### src/rtl/signal_capture.sv
// signal_capture
// Synthetic ADC front-end. It generates a two-tone test signal as unsigned
// 12-bit offset-binary samples at about 1.024 MHz from the 50 MHz system
// clock, and it groups the samples into frames of N_SAMPLES for the FFT.
//
// Ports:
//   sys_clk     in   1   system clock; every register updates on the rising edge
//   sys_rst     in   1   synchronous active-high reset
//   mix_signal  out  12  current mixed sample, held between sample strobes
//   fft_flag    out  1   one-clock pulse when the last sample of a frame appears
module signal_capture #(
    parameter logic [31:0] FS_INC    = 32'd87960930,
    parameter logic [15:0] F1_WORD   = 16'd640,
    parameter logic [15:0] F2_WORD   = 16'd1280,
    parameter int          N_SAMPLES = 1024
) (
    input  logic        sys_clk,
    input  logic        sys_rst,
    output logic [11:0] mix_signal,
    output logic        fft_flag
);

    localparam int CNT_W = (N_SAMPLES > 1) ? $clog2(N_SAMPLES) : 1;
    localparam logic [CNT_W-1:0] CNT_LAST = CNT_W'(N_SAMPLES - 1);

    logic [31:0]       acc;
    logic              samp_en;
    logic [15:0]       p1;
    logic [15:0]       p2;
    logic [CNT_W-1:0]  cnt;
    logic [32:0]       acc_sum;
    logic signed [10:0] tone1;
    logic signed [10:0] tone2;
    logic signed [12:0] mix_sum;

    // First quadrant of round(1023*sin(2*pi*j/256)) for j = 0..64. The other
    // three quadrants are mirror images, so the full 256-entry table is never
    // stored.
    function automatic logic [9:0] quarter_sin(input logic [6:0] j);
        logic [9:0] q;
        case (j)
            7'd0:  q = 10'd0;    7'd1:  q = 10'd25;   7'd2:  q = 10'd50;
            7'd3:  q = 10'd75;   7'd4:  q = 10'd100;  7'd5:  q = 10'd125;
            7'd6:  q = 10'd150;  7'd7:  q = 10'd175;  7'd8:  q = 10'd200;
            7'd9:  q = 10'd224;  7'd10: q = 10'd249;  7'd11: q = 10'd273;
            7'd12: q = 10'd297;  7'd13: q = 10'd321;  7'd14: q = 10'd345;
            7'd15: q = 10'd368;  7'd16: q = 10'd391;  7'd17: q = 10'd415;
            7'd18: q = 10'd437;  7'd19: q = 10'd460;  7'd20: q = 10'd482;
            7'd21: q = 10'd504;  7'd22: q = 10'd526;  7'd23: q = 10'd547;
            7'd24: q = 10'd568;  7'd25: q = 10'd589;  7'd26: q = 10'd609;
            7'd27: q = 10'd629;  7'd28: q = 10'd649;  7'd29: q = 10'd668;
            7'd30: q = 10'd687;  7'd31: q = 10'd705;  7'd32: q = 10'd723;
            7'd33: q = 10'd741;  7'd34: q = 10'd758;  7'd35: q = 10'd775;
            7'd36: q = 10'd791;  7'd37: q = 10'd806;  7'd38: q = 10'd822;
            7'd39: q = 10'd836;  7'd40: q = 10'd851;  7'd41: q = 10'd864;
            7'd42: q = 10'd877;  7'd43: q = 10'd890;  7'd44: q = 10'd902;
            7'd45: q = 10'd914;  7'd46: q = 10'd925;  7'd47: q = 10'd935;
            7'd48: q = 10'd945;  7'd49: q = 10'd954;  7'd50: q = 10'd963;
            7'd51: q = 10'd971;  7'd52: q = 10'd979;  7'd53: q = 10'd986;
            7'd54: q = 10'd992;  7'd55: q = 10'd998;  7'd56: q = 10'd1003;
            7'd57: q = 10'd1008; 7'd58: q = 10'd1012; 7'd59: q = 10'd1015;
            7'd60: q = 10'd1018; 7'd61: q = 10'd1020; 7'd62: q = 10'd1022;
            7'd63: q = 10'd1023; 7'd64: q = 10'd1023;
            default: q = 10'd0;
        endcase
        return q;
    endfunction

    // Bit 6 of the index selects a falling quadrant, which reads the quarter
    // table backwards (index 64 - m). Bit 7 selects the negative half-wave.
    function automatic logic signed [10:0] sin_lookup(input logic [7:0] idx);
        logic [6:0]         j;
        logic signed [10:0] s;
        j = idx[6] ? (7'd64 - {1'b0, idx[5:0]}) : {1'b0, idx[5:0]};
        s = $signed({1'b0, quarter_sin(j)});
        return idx[7] ? -s : s;
    endfunction

    // The carry out of the phase accumulator is the sample strobe. The mixer
    // reads the phases before they advance, so the first sample after reset
    // is exactly midscale.
    always_comb begin
        acc_sum = {1'b0, acc} + {1'b0, FS_INC};
        tone1   = sin_lookup(p1[15:8]);
        tone2   = sin_lookup(p2[15:8]);
        mix_sum = 13'sd2048 + 13'(tone1) + 13'(tone2);
    end

    always_ff @(posedge sys_clk) begin
        if (sys_rst) begin
            acc        <= '0;
            samp_en    <= 1'b0;
            p1         <= '0;
            p2         <= '0;
            cnt        <= '0;
            mix_signal <= 12'd2048;
            fft_flag   <= 1'b0;
        end else begin
            acc      <= acc_sum[31:0];
            samp_en  <= acc_sum[32];
            fft_flag <= 1'b0;
            if (samp_en) begin
                p1         <= p1 + F1_WORD;
                p2         <= p2 + F2_WORD;
                // The two-tone sum stays within 2..4094, so the low 12 bits
                // hold the whole value and no clamping is required.
                mix_signal <= mix_sum[11:0];
                if (cnt == CNT_LAST) begin
                    cnt      <= '0;
                    fft_flag <= 1'b1;
                end else begin
                    cnt <= cnt + CNT_W'(1);
                end
            end
        end
    end

endmodule

### config.mk
export PLATFORM = sky130hd
export DESIGN_NAME = signal_capture
export DESIGN_NICKNAME = d
export VERILOG_FILES = /design/src/rtl/signal_capture.sv
export SDC_FILE = /design/constraint.sdc
export NUM_CORES = 1
export LEC_CHECK = 0
export ABC_AREA = 0
export CAP_MARGIN = 30
export CORE_MARGIN = 1.5
export CORE_UTILIZATION = 45
export CTS_CLUSTER_SIZE = 24
export DETAILED_ROUTE_END_ITERATION = 6
export PLACE_DENSITY = 0.68
export SLEW_MARGIN = 30
export SYNTH_ARGS = -nofsm -noshare
export SYNTH_HDL_FRONTEND = slang
export SYNTH_SLANG_ARGS = --single-unit
### constraint.sdc
create_clock -name sys_clk -period 9.7 [get_ports sys_clk]
set_input_delay 1.94 -clock sys_clk [delete_from_list [all_inputs] [get_ports sys_clk]]
set_output_delay 1.94 -clock sys_clk [all_outputs]
set_load 0.02 [all_outputs]
==> out/results.ini <==
[finish]
design_area_sq_um=7880
final_common_cell=nor2_1
mostFrequentLayoutCells=nor2_1 (94), dfxtp_1 (72), nand2_1 (66)
seqCellArea_sq_um=1440
final.fill_count=1605
multi_input_area_sq_um=5510
drive_above_1_share_pct=7.75
nets=979
area_growth_pct=5.92
n_antenna_cell=0
fin_util_pct=49.2

[synth]
synth_edf_count=0
postSynth.topFlopCell=dfxtp_1
yosys_warnings=0
synthArstFlopShare_pct=0
syn_avg_cell_area_sq_um=7.80
ys_ff_latch=72
synthCells=953
synth_cell_types=95
synthesis.area_sq_um=7440
ys_seq_area_share_pct=19.4
syn-num-nets=1008

[sta]
whs_ps=460
setup_viol=0
timing.fmax_mhz=141
worst_pin_slew_ps=963
fin_skew_ps=9.19
period_needed_ps=7090
finalSetupTns_ps=0
slew_viol_final=0
rsz0062_at_grt=false
hold_viol_final=0
max_slew_margin_pct=35.6
fin_crit_sh_pct=73.1

[clock_tree]
ctsResizeCount=0
cts-root-buf=clkbuf_16
path_clk_slew_ps=60
cts.sink_count=72
h-tree-depth=3
clk_latency_ps=330
numCtsBuffers=9
ctsLongestPathBuffers=2
post-cts-setup-buffer-count=0
tritoncts=yes
holdBufCountCts=0

[floorplanning]
fp.dieH_microns=132
ios=15
initial_core_util_pct=46.5
die_w_microns=132
rows=46
core_area_sq_um=16000
dieArea_sq_um=17300

[placement]
dp_hpwl_microns=12700
dpl_cell_area_sq_um=7600
routabilityCongestion=0.909
numPortBuffers=14

[critical_path]
worstPathRequired_ps=9910
critPathMaxFanout=17
max_stage_delay_ps=810
startpoint=p2[8]
cpMostUsedCell=ha_1
cp_slowest_cell=dfxtp_1
worstSetupStartpointType=register
criticalPathCategory=register to register
arrival_ps=7300
r2r_start=p2[8]
end_kind=register

[min_path]
worstHoldStart=acc[21]
min_path_type=register to register

[drt]
drc=0
vias_per_cell=6.09
drt-initial-drc-count=727
ant_nets=0
drt_first_pass_iters=5
vias=6969
drt-total-wl_microns=18200
wl_per_cell_microns=15.9

[job]
maxCapViolations=0

[power]
p_leak_uw=0.00302
p_per_area_nw_per_um2=91.0
peakVddDrop_mv=0.0876

[global_routing]
antenna_found_initial=0
grt_usage_pct=20.9
overflow=0
grt_pass1_vias=6171
grt_pass1_wl_microns=30800
grt_start_max_net_pins=79

[run_status]
status=completed

## cells by family after synthesis
family	after synthesis	share of synthesized area (%)
simple gates	342	24.3
compound gates	275	27.0
buf+inv	106	6.53
flops	72	19.4
xor+xnor	66	7.97
fa+ha+maj	53	9.02
mux	39	5.84
## per-layer routing
metal / global-route usage, % / share of wire (%)
met1: 31.0 / 49
met2: 31.2 / 43
met3: 3.74 / 6.6
met4: 5.00 / 1.3
met5: 0 / 0
## power by group
| part | internal [uW] | total (uW) | switching, uW |
|---|---|---|---|
| registers | 319 | 340 | 21.7 |
| clock network | 174 | 306 | 132 |
| logic | 32.7 | 70.8 | 38.1 |
| total | 525 | 717 | 192 |
## final timing paths
kind                     to  slack, ps  cells after the start
max reg2reg  mix_signal[10]       2610                     26
max          mix_signal[10]       2610                     26
min reg2reg         acc[21]        460                      2
min                 acc[21]        460                      2
## metrics by stage
step,instances,setup WS (ps),power (uW)
after floorplan,953,3610,403
after global placement,1129,2820,416
after detailed placement,1129,2650,417
after CTS,1145,2640,726
after global routing,1145,1830,755
final,1145,2610,717
## worst max-delay path: cells and delay by family (launching register included)
| family | cells | cell delay [ps] |
|---|---|---|
| fa+ha+maj | 5 | 1710 |
| xor+xnor | 1 | 140 |
| flops | 1 | 810 |
| buf+inv | 2 | 390 |
| compound gates | 12 | 2900 |
| simple gates | 6 | 1010 |
## cell usage after synthesis, types with 26 or more instances
cell / instances / area share [%]
clkbuf_1: 34 / 1.7
dfxtp_1: 72 / 19
mux2i_1: 31 / 4.2
ha_1: 52 / 8.7
nand2b_1: 30 / 2.5
o21ai_0: 41 / 2.8
nand2_1: 66 / 3.3
a21oi_1: 50 / 3.4
inv_1: 35 / 1.8
nand3_1: 26 / 1.7
xnor2_1: 39 / 4.6
nor2_1: 94 / 4.7
## cell type report
class	count	area share (%)
clock inverter	6	0.556
inverter	38	1.81
tap	216	3.43
multi-input combinational	775	69.9
sequential	72	18.3
timing repair buffer	28	3.05
clock buffer	10	2.91
## sequential cells by signal (all words and copies together) (netlist names)
| name | cells |
|---|---|
| p1 | 9 |
| samp_en | 1 |
| acc | 31 |
| p2 | 8 |
| fft_flag | 1 |
| mix_signal | 12 |
| cnt | 10 |
(Power assumes the default switching activity.)
